===== config.mk =====
export PLATFORM = sky130hd
export DESIGN_NAME = ma_decimator_fifo
export DESIGN_NICKNAME = d
export VERILOG_FILES = /design/src/rtl/ma_decimator_fifo.sv
export SDC_FILE = /design/constraint.sdc
export NUM_CORES = 1
export LEC_CHECK = 0
export BUFFER_PORTS_ARGS = -buffer_cell sky130_fd_sc_hd__buf_2
export CAP_MARGIN = 20
export CELL_PAD_IN_SITES_DETAIL_PLACEMENT = 0
export CELL_PAD_IN_SITES_GLOBAL_PLACEMENT = 1
export CORE_ASPECT_RATIO = 1.5
export CORE_MARGIN = 4
export CORE_UTILIZATION = 47
export DETAILED_ROUTE_END_ITERATION = 12
export GPL_ROUTABILITY_DRIVEN = 0
export PLACE_DENSITY_LB_ADDON = 0.1
export SLEW_MARGIN = 20
export SYNTH_ARGS = -nofsm -noshare
export SYNTH_HDL_FRONTEND = slang
export SYNTH_SLANG_ARGS = --single-unit

===== constraint.sdc =====
create_clock -name clk -period 3.6 [get_ports clk]
set_input_delay 0.72 -clock clk [delete_from_list [all_inputs] [get_ports clk]]
set_output_delay 0.72 -clock clk [all_outputs]
set_load 0.02 [all_outputs]

===== src/rtl/ma_decimator_fifo.sv =====
// ma_decimator_fifo: keeps every DECIM-th enabled sample from the moving-average
// filter and buffers it in a first-word-fall-through FIFO. The FIFO head is held
// in a register. Samples are offered to the consumer over a valid/ready handshake.
// A sticky flag records any kept sample that was dropped because the FIFO was full.
module ma_decimator_fifo #(
  parameter int DATA_W = 16,
  parameter int DECIM  = 8,
  parameter int DEPTH  = 16
) (
  input  logic                     clk,
  input  logic                     reset_n,
  input  logic [DATA_W-1:0]        d,
  input  logic                     in_en,
  output logic [DATA_W-1:0]        q_data,
  output logic                     q_valid,
  input  logic                     q_ready,
  output logic [$clog2(DEPTH):0]   fill_level,
  output logic                     overflow,
  input  logic                     clr_overflow
);

  localparam int PTR_W = $clog2(DEPTH);
  localparam int CNT_W = PTR_W + 1;
  localparam int PH_W  = (DECIM > 1) ? $clog2(DECIM) : 1;

  logic [PH_W-1:0]   phase_q, phase_d;
  logic [PTR_W-1:0]  wr_ptr_q, wr_ptr_d;
  logic [PTR_W-1:0]  rd_ptr_q, rd_ptr_d;
  logic [CNT_W-1:0]  fill_q, fill_d;
  logic [DATA_W-1:0] q_data_q, q_data_d;
  logic              overflow_q, overflow_d;
  logic [DATA_W-1:0] mem_q [DEPTH];

  logic              keep, full, empty, push, pop, drop;
  logic [PTR_W-1:0]  rd_next;

  assign q_data     = q_data_q;
  assign q_valid    = ~empty;
  assign fill_level = fill_q;
  assign overflow   = overflow_q;

  // Next-state logic: phase counting, push/pop decisions, head register and overflow flag
  always_comb begin
    phase_d    = phase_q;
    wr_ptr_d   = wr_ptr_q;
    rd_ptr_d   = rd_ptr_q;
    q_data_d   = q_data_q;
    overflow_d = overflow_q;

    full    = (fill_q == CNT_W'(DEPTH));
    empty   = (fill_q == '0);
    keep    = in_en && (phase_q == '0);
    pop     = ~empty && q_ready;
    push    = keep && (~full || pop);
    drop    = keep && full && ~pop;
    rd_next = rd_ptr_q + PTR_W'(1);

    if (in_en) begin
      if (phase_q == PH_W'(DECIM - 1)) phase_d = '0;
      else                             phase_d = phase_q + PH_W'(1);
    end

    if (push) wr_ptr_d = wr_ptr_q + PTR_W'(1);
    if (pop)  rd_ptr_d = rd_next;

    fill_d = fill_q + CNT_W'(push) - CNT_W'(pop);

    // With one entry left, popping and pushing together makes the incoming sample the new head,
    // since it has not reached the memory yet.
    if (pop) begin
      if (fill_q == CNT_W'(1)) begin
        if (push) q_data_d = d;
      end else begin
        q_data_d = mem_q[rd_next];
      end
    end else if (push && empty) begin
      q_data_d = d;
    end

    if (clr_overflow) overflow_d = 1'b0;
    else if (drop)    overflow_d = 1'b1;
  end

  // Control and head-of-queue registers, cleared by the asynchronous reset
  always_ff @(posedge clk or negedge reset_n) begin
    if (!reset_n) begin
      phase_q    <= '0;
      wr_ptr_q   <= '0;
      rd_ptr_q   <= '0;
      fill_q     <= '0;
      q_data_q   <= '0;
      overflow_q <= 1'b0;
    end else begin
      phase_q    <= phase_d;
      wr_ptr_q   <= wr_ptr_d;
      rd_ptr_q   <= rd_ptr_d;
      fill_q     <= fill_d;
      q_data_q   <= q_data_d;
      overflow_q <= overflow_d;
    end
  end

  // Sample storage; it has no reset because the pointers and fill count decide what is valid
  always_ff @(posedge clk) begin
    if (push) mem_q[wr_ptr_q] <= d;
  end

endmodule


# == After elaboration in Yosys (flattened, before gate mapping) ==
# Memories as Yosys holds them, arrays and structs flattened.
# Index checks and enable logic that the tools add are counted.
# word_totals
out_inout_bits,23
in_bits,21
register_bits,33
memories,1
ramBits,256
# classes
bitwise_logic,3
n_eq_ne,4
addsub,5
reduce_logical,12
mux,9
# memory_table
memory,words,width,read_ports,rd_ports_with_merged_regs,wr,line,rtl
mem_q,16,16,1,0,1,32,logic [DATA_W-1:0] mem_q [DEPTH];
# ops
operator,n
$mux W16,4
$add A4 B1 Y4 const B,2
$logic_and A1 B1 Y1,6
$add A5 B1 Y5,1
$eq A5 B1 Y1 const B,1
$eq A5 B5 Y1 const B,1
$logic_not A5 Y1,1
$sub A5 B1 Y5,1
$mux W1,4
$reduce_bool A2 Y1,2
$add A3 B1 Y3 const B,1
$eq A3 B3 Y1 const B,1
$logic_not A3 Y1,1
$mux W3,1
$ne A3 B3 Y1 const B,1
$not A1 Y1,3
$reduce_and A2 Y1,1
$logic_or A1 B1 Y1,1

# == Logic depth before layout (Yosys ltp) ==
# logic_depth
depth_word,8
depth_mapped,16
ltp_nobuf,16

# == Worst setup path before layout ==
# OpenSTA, ideal clock, no wires.
# synth_timing
kind,register to register
from,"reg fill_q[2], in the netlist fill_level[2]"
to,mem mem_q[0][0] (enable)
path_stages_with_launch,8
t_required_ns,3.164
arrival_time_ns,3.142
path_slack_ns,0.022
period_less_slack_ns,3.578
path_cell_list,dfrtp_1 > inv_1 > ha_1 > nand2b_1 > nor4b_1 > nor3_2 > inv_1 > nor4b_1
# synth_via
elab_chain_cells,7
elab_cells_between_ends,9
cone_classes,eq/ne: 1; mux: 2; bitwise: 2; reduce/logical: 4
# synth_lines
element,line,rtl
start: declaration,29,"logic [CNT_W-1:0] fill_q, fill_d;"
start signal: assignment,97,fill_q <= fill_d;
$logic_not A5 Y1,51,empty = (fill_q == '0);
$not A1 Y1,53,pop = ~empty && q_ready;
$logic_and A1 B1 Y1,53,
$logic_or A1 B1 Y1 *,54,push = keep && (~full || pop);
$logic_and A1 B1 Y1 *,54,
$mux W1 *,105,if (push) mem_q[wr_ptr_q] <= d;
$mux W1 (implied by the code) *,105,
end: declaration,32,
# Mark *: on every way between the ends. The rest lies on a longest branch, timed or not.

# == Worst setup path in the final report ==
# layout_timing
from,"reg fill_q[3], in the netlist fill_level[3]"
to,"reg fill_q[4], in the netlist fill_level[4]"
# layout_via
elab_chain_cells,7
elab_cells_between_ends,9
cone_classes,add/sub: 2; eq/ne: 1; bitwise: 2; reduce/logical: 4
# layout_lines
element,line,rtl
$logic_not A5 Y1,51,
$not A1 Y1,53,
$logic_and A1 B1 Y1,53,
$logic_or A1 B1 Y1,54,
$logic_and A1 B1 Y1,54,
$add A5 B1 Y5,66,fill_d = fill_q + CNT_W'(push) - CNT_W'(pop);
$sub A5 B1 Y5 *,66,
via fill_d[4],29,
# Mark *: on every way through the listed nets, which the timed path passes. The rest lies on a longest branch.
# A chain may end at the register's enable or synchronous reset.

==> summary.md <==
| Metric | Value |
|---|---|
| Status | completed |
| Number of port buffers | 43 |
| Relative slew slack | 34.7% |
| Pwr Total | 11.4 mW |
| ANT cells | 0 |
| Syn Inst Count | 714 |
| Netlist cell types | 36 |
| Leading cell types by count after synthesis | edfxtp_1 (256), nand2_1 (150), dfrtp_1 (33), nand3_1 (33), mux4_2 (32) |
| # IOs | 44 |
| Global-route wire length before repair | 38,300 um |
| Chip Height | 200 um |
| Core area | 0.0243 mm^2 |
| MaxCap Viol Count | 0 |
| DRT iter0 DRCs | 434 |
| Final Cycle Share | 82.8% |
| Drc violations | 0 |
| Synth area leader | edfxtp_1 |
| R2r endpoint | fill_level[4] |
| CP max stage cell | nor4b_1 |
| Setup tns final | 0 ps |
| Syn Area/Cell | 16.2 um^2 |
| FF-to-FF Start | fill_level[3] |
| CTS Sinks | 289 |
| Postcts setup bufs | 0 |
| Largest net degree at the start of global routing | 65 |
| Main combinational cell family by area after synthesis | multiplexers |
| Stages on worst setup path | 16 |
| WL/cell | 21.7 um |
| EDFF count, synth | 256 |
| Remaining antenna violation count | 0 |
| Via/cell ratio | 5.54 |
| Post-DP HPWL | 15,300 um |
| Mux cell area share after synthesis | 9.36% |
| Vias in the first global route | 6,418 |
| Syn_nets | 750 |
| Final setup skew | 8.37 ps |
| Fin. Hold Viols | 0 |
| FP Rows | 70 |
| Routed via count | 6,186 |
| Layout cells sized above 1 | 21.2% |
| Syn. warnings | 0 |
| Mapped cell area | 0.0116 mm^2 |
| WP data required | 4000 ps |
| Die width | 136 um |
| Top delay family on crit path | adder cells |
| Worst-margin pin slew | 980 ps |
| Initial Util | 47.6% |
| Startpoint types | flop |
| Ranking of synthesized cells by area | edfxtp_1 (66%), dfrtp_1 (7.1%), mux4_2 (6.2%), nand2_1 (4.9%), mux2_2 (1.8%) |
| Detailed Route WL | 24,300 um |
| Finished Layout Cells | 1,117 |
| Seq cells post-synth | 289 |
| Max Slew Vio Count | 0 |
| Type of element capturing the critical path | flop |
| Final #Nets | 809 |
| 1st-pass router iterations | 4 |
| Worst-Skew Late Latency | 520 ps |
| Crit Path Max Fanout | 9 |
| CTS Root Cell | clkbuf_16 |
| Post-synthesis compound-gate area fraction | 2.80% |
| CTS Buf Count | 27 |
| CP Buf/Inv Count | 5 |
| Gr ovfl total | 0 |
| Die area | 0.0273 mm^2 |
| Gr usage total | 18.4% |
| RSZ-0062 raised after global routing | false |
| Worst-path clk slew | 60 ps |
| CTS resizes | 0 |
| Post-synth top flop | edfxtp_1 |
| Final setup viols | 0 |
| Flop-to-flop setup slack | 620 ps |
| Setup crit start | fill_level[3] |
| CP endpoint | fill_level[4] |
| Clock buffer depth | 3 |
| CP arrival | 3380 ps |
| Area grow syn2layout | 13.8% |
| Cell mode on critical path | inv_1 |
| Reg2Reg Depth | 16 |
| Placed Cells | 1,068 |
| Crit Path Category | reg -> reg |
| Initial antenna violation count | 0 |
| Post-Synth Simple-Gate Area | 9.30% |
| H-tree levels | 1 |
| Seq/Total Area, Yosys | 73.5% |
| CTS Hold Bufs | 0 |
| FMAX | 336 MHz |
| Crit-path max cell delay | 440 ps |
| Most frequent cell after synthesis | edfxtp_1 |
| Static Leak | 4.56 nW |
| Power per cell area | 866 mW/mm^2 |
| TritonCTS clock tree | yes |
| Synth Area in Adders | 1.69% |
| Max IR drop VDD | 0.000785 V |
| Hold Crit Class | in -> async |
| Top cell type's share of synthesized area | 66.4% |
| Post-route minimum period | 2980 ps |
| FFs w/ async S/R, synth | 11.4% |
| Post-Synth XOR/XNOR Area | 1.05% |
| Hold slack | 342 ps |
| Worst-path cell chain | inv_1 -> ha_1 -> nand2b_1 -> nor4b_1 -> nor3_2 -> inv_1 -> ha_1 -> inv_1 -> ha_1 -> inv_1 -> fa_1 -> inv_1 -> a21oi_1 -> nor2_1 -> nor2_1 -> xnor2_1 |
-- how the worst min path moves through the flow --
stage / start / to / slack, ps / cells past startpoint
2_1_floorplan: reset_n / fill_level[0] / 420 / 0
3_3_place_gp: overflow / overflow / 480 / 2
3_5_place_dp: rd_ptr_q[3] / rd_ptr_q[3] / 490 / 1
4_1_cts: clr_overflow / overflow / 320 / 2
5_1_grt: clr_overflow / overflow / 340 / 2
6_report: reset_n / fill_level[3] / 340 / 1
-- registers in the layout, indices dropped and copies added (netlist names) --
name        count
overflow        1
mem_q         256
phase_q         3
q_data         16
rd_ptr_q        4
wr_ptr_q        4
fill_level      5
-- cells by family after synthesis --
logic type	after synthesis
AOI/OAI and AO/OA	40
xor gates and xnor gates	13
adders and majority gates	15
muxes	66
DFF	289
buffers and inverters	53
and+or+nand+nor	238
-- layout by cell type (no fill, tap or decap), types with 5 or more instances in the layout --
cell type	instances
edfxtp_1	256
and2_1	13
mux2_2	18
buf_4	23
nand2_1	150
nand4_1	18
clkinv_2	7
clkbuf_16	27
mux4_2	32
clkbuf_1	5
xnor2_1	9
o2111ai_1	16
a32oi_1	16
buf_2	43
bufinv_16	5
mux2i_1	16
inv_1	14
ha_1	13
dfrtp_1	33
nand3_1	33
nor2_1	8
-- routing by layer --
| metal | vias up | track usage, % | share of wire [%] |
|---|---|---|---|
| li1 | 2833 | - | - |
| met1 | 3189 | 25.2 | 42 |
| met2 | 144 | 31.8 | 53 |
| met3 | 20 | 2.26 | 4.3 |
| met4 | 0 | 3.89 | 1.3 |
| met5 | - | 0 | 0 |
-- per-stage QoR --
step,setup WS (ps),cell area [um^2],utilization [%]
3_5_place_dp,435,12300,50.4
2_1_floorplan,22.0,11600,-
3_3_place_gp,423,12300,50.4
5_1_grt,198,13200,54.1
6_report,620,13200,54.1
4_1_cts,577,13200,54.1
-- power by group --
part	total, mW	leakage [nW]	internal [mW]	switching (mW)
registers	4.12	2.69	3.93	0.189
clock network	2.91	0.443	1.73	1.18
logic	4.38	1.43	1.88	2.50
total	11.4	4.56	7.54	3.87
-- area by class of cell --
| cell class | count | area, um^2 |
|---|---|---|
| clock inverters | 17 | 208 |
| fillers | 2044 | 11200 |
| inverters | 14 | 52.6 |
| clock buffers | 32 | 694 |
| repair buffers | 69 | 448 |
| well taps | 324 | 405 |
| flip-flops and latches | 289 | 8510 |
| multi-input cells | 372 | 2850 |
Power figures use the tool's default switching activity.
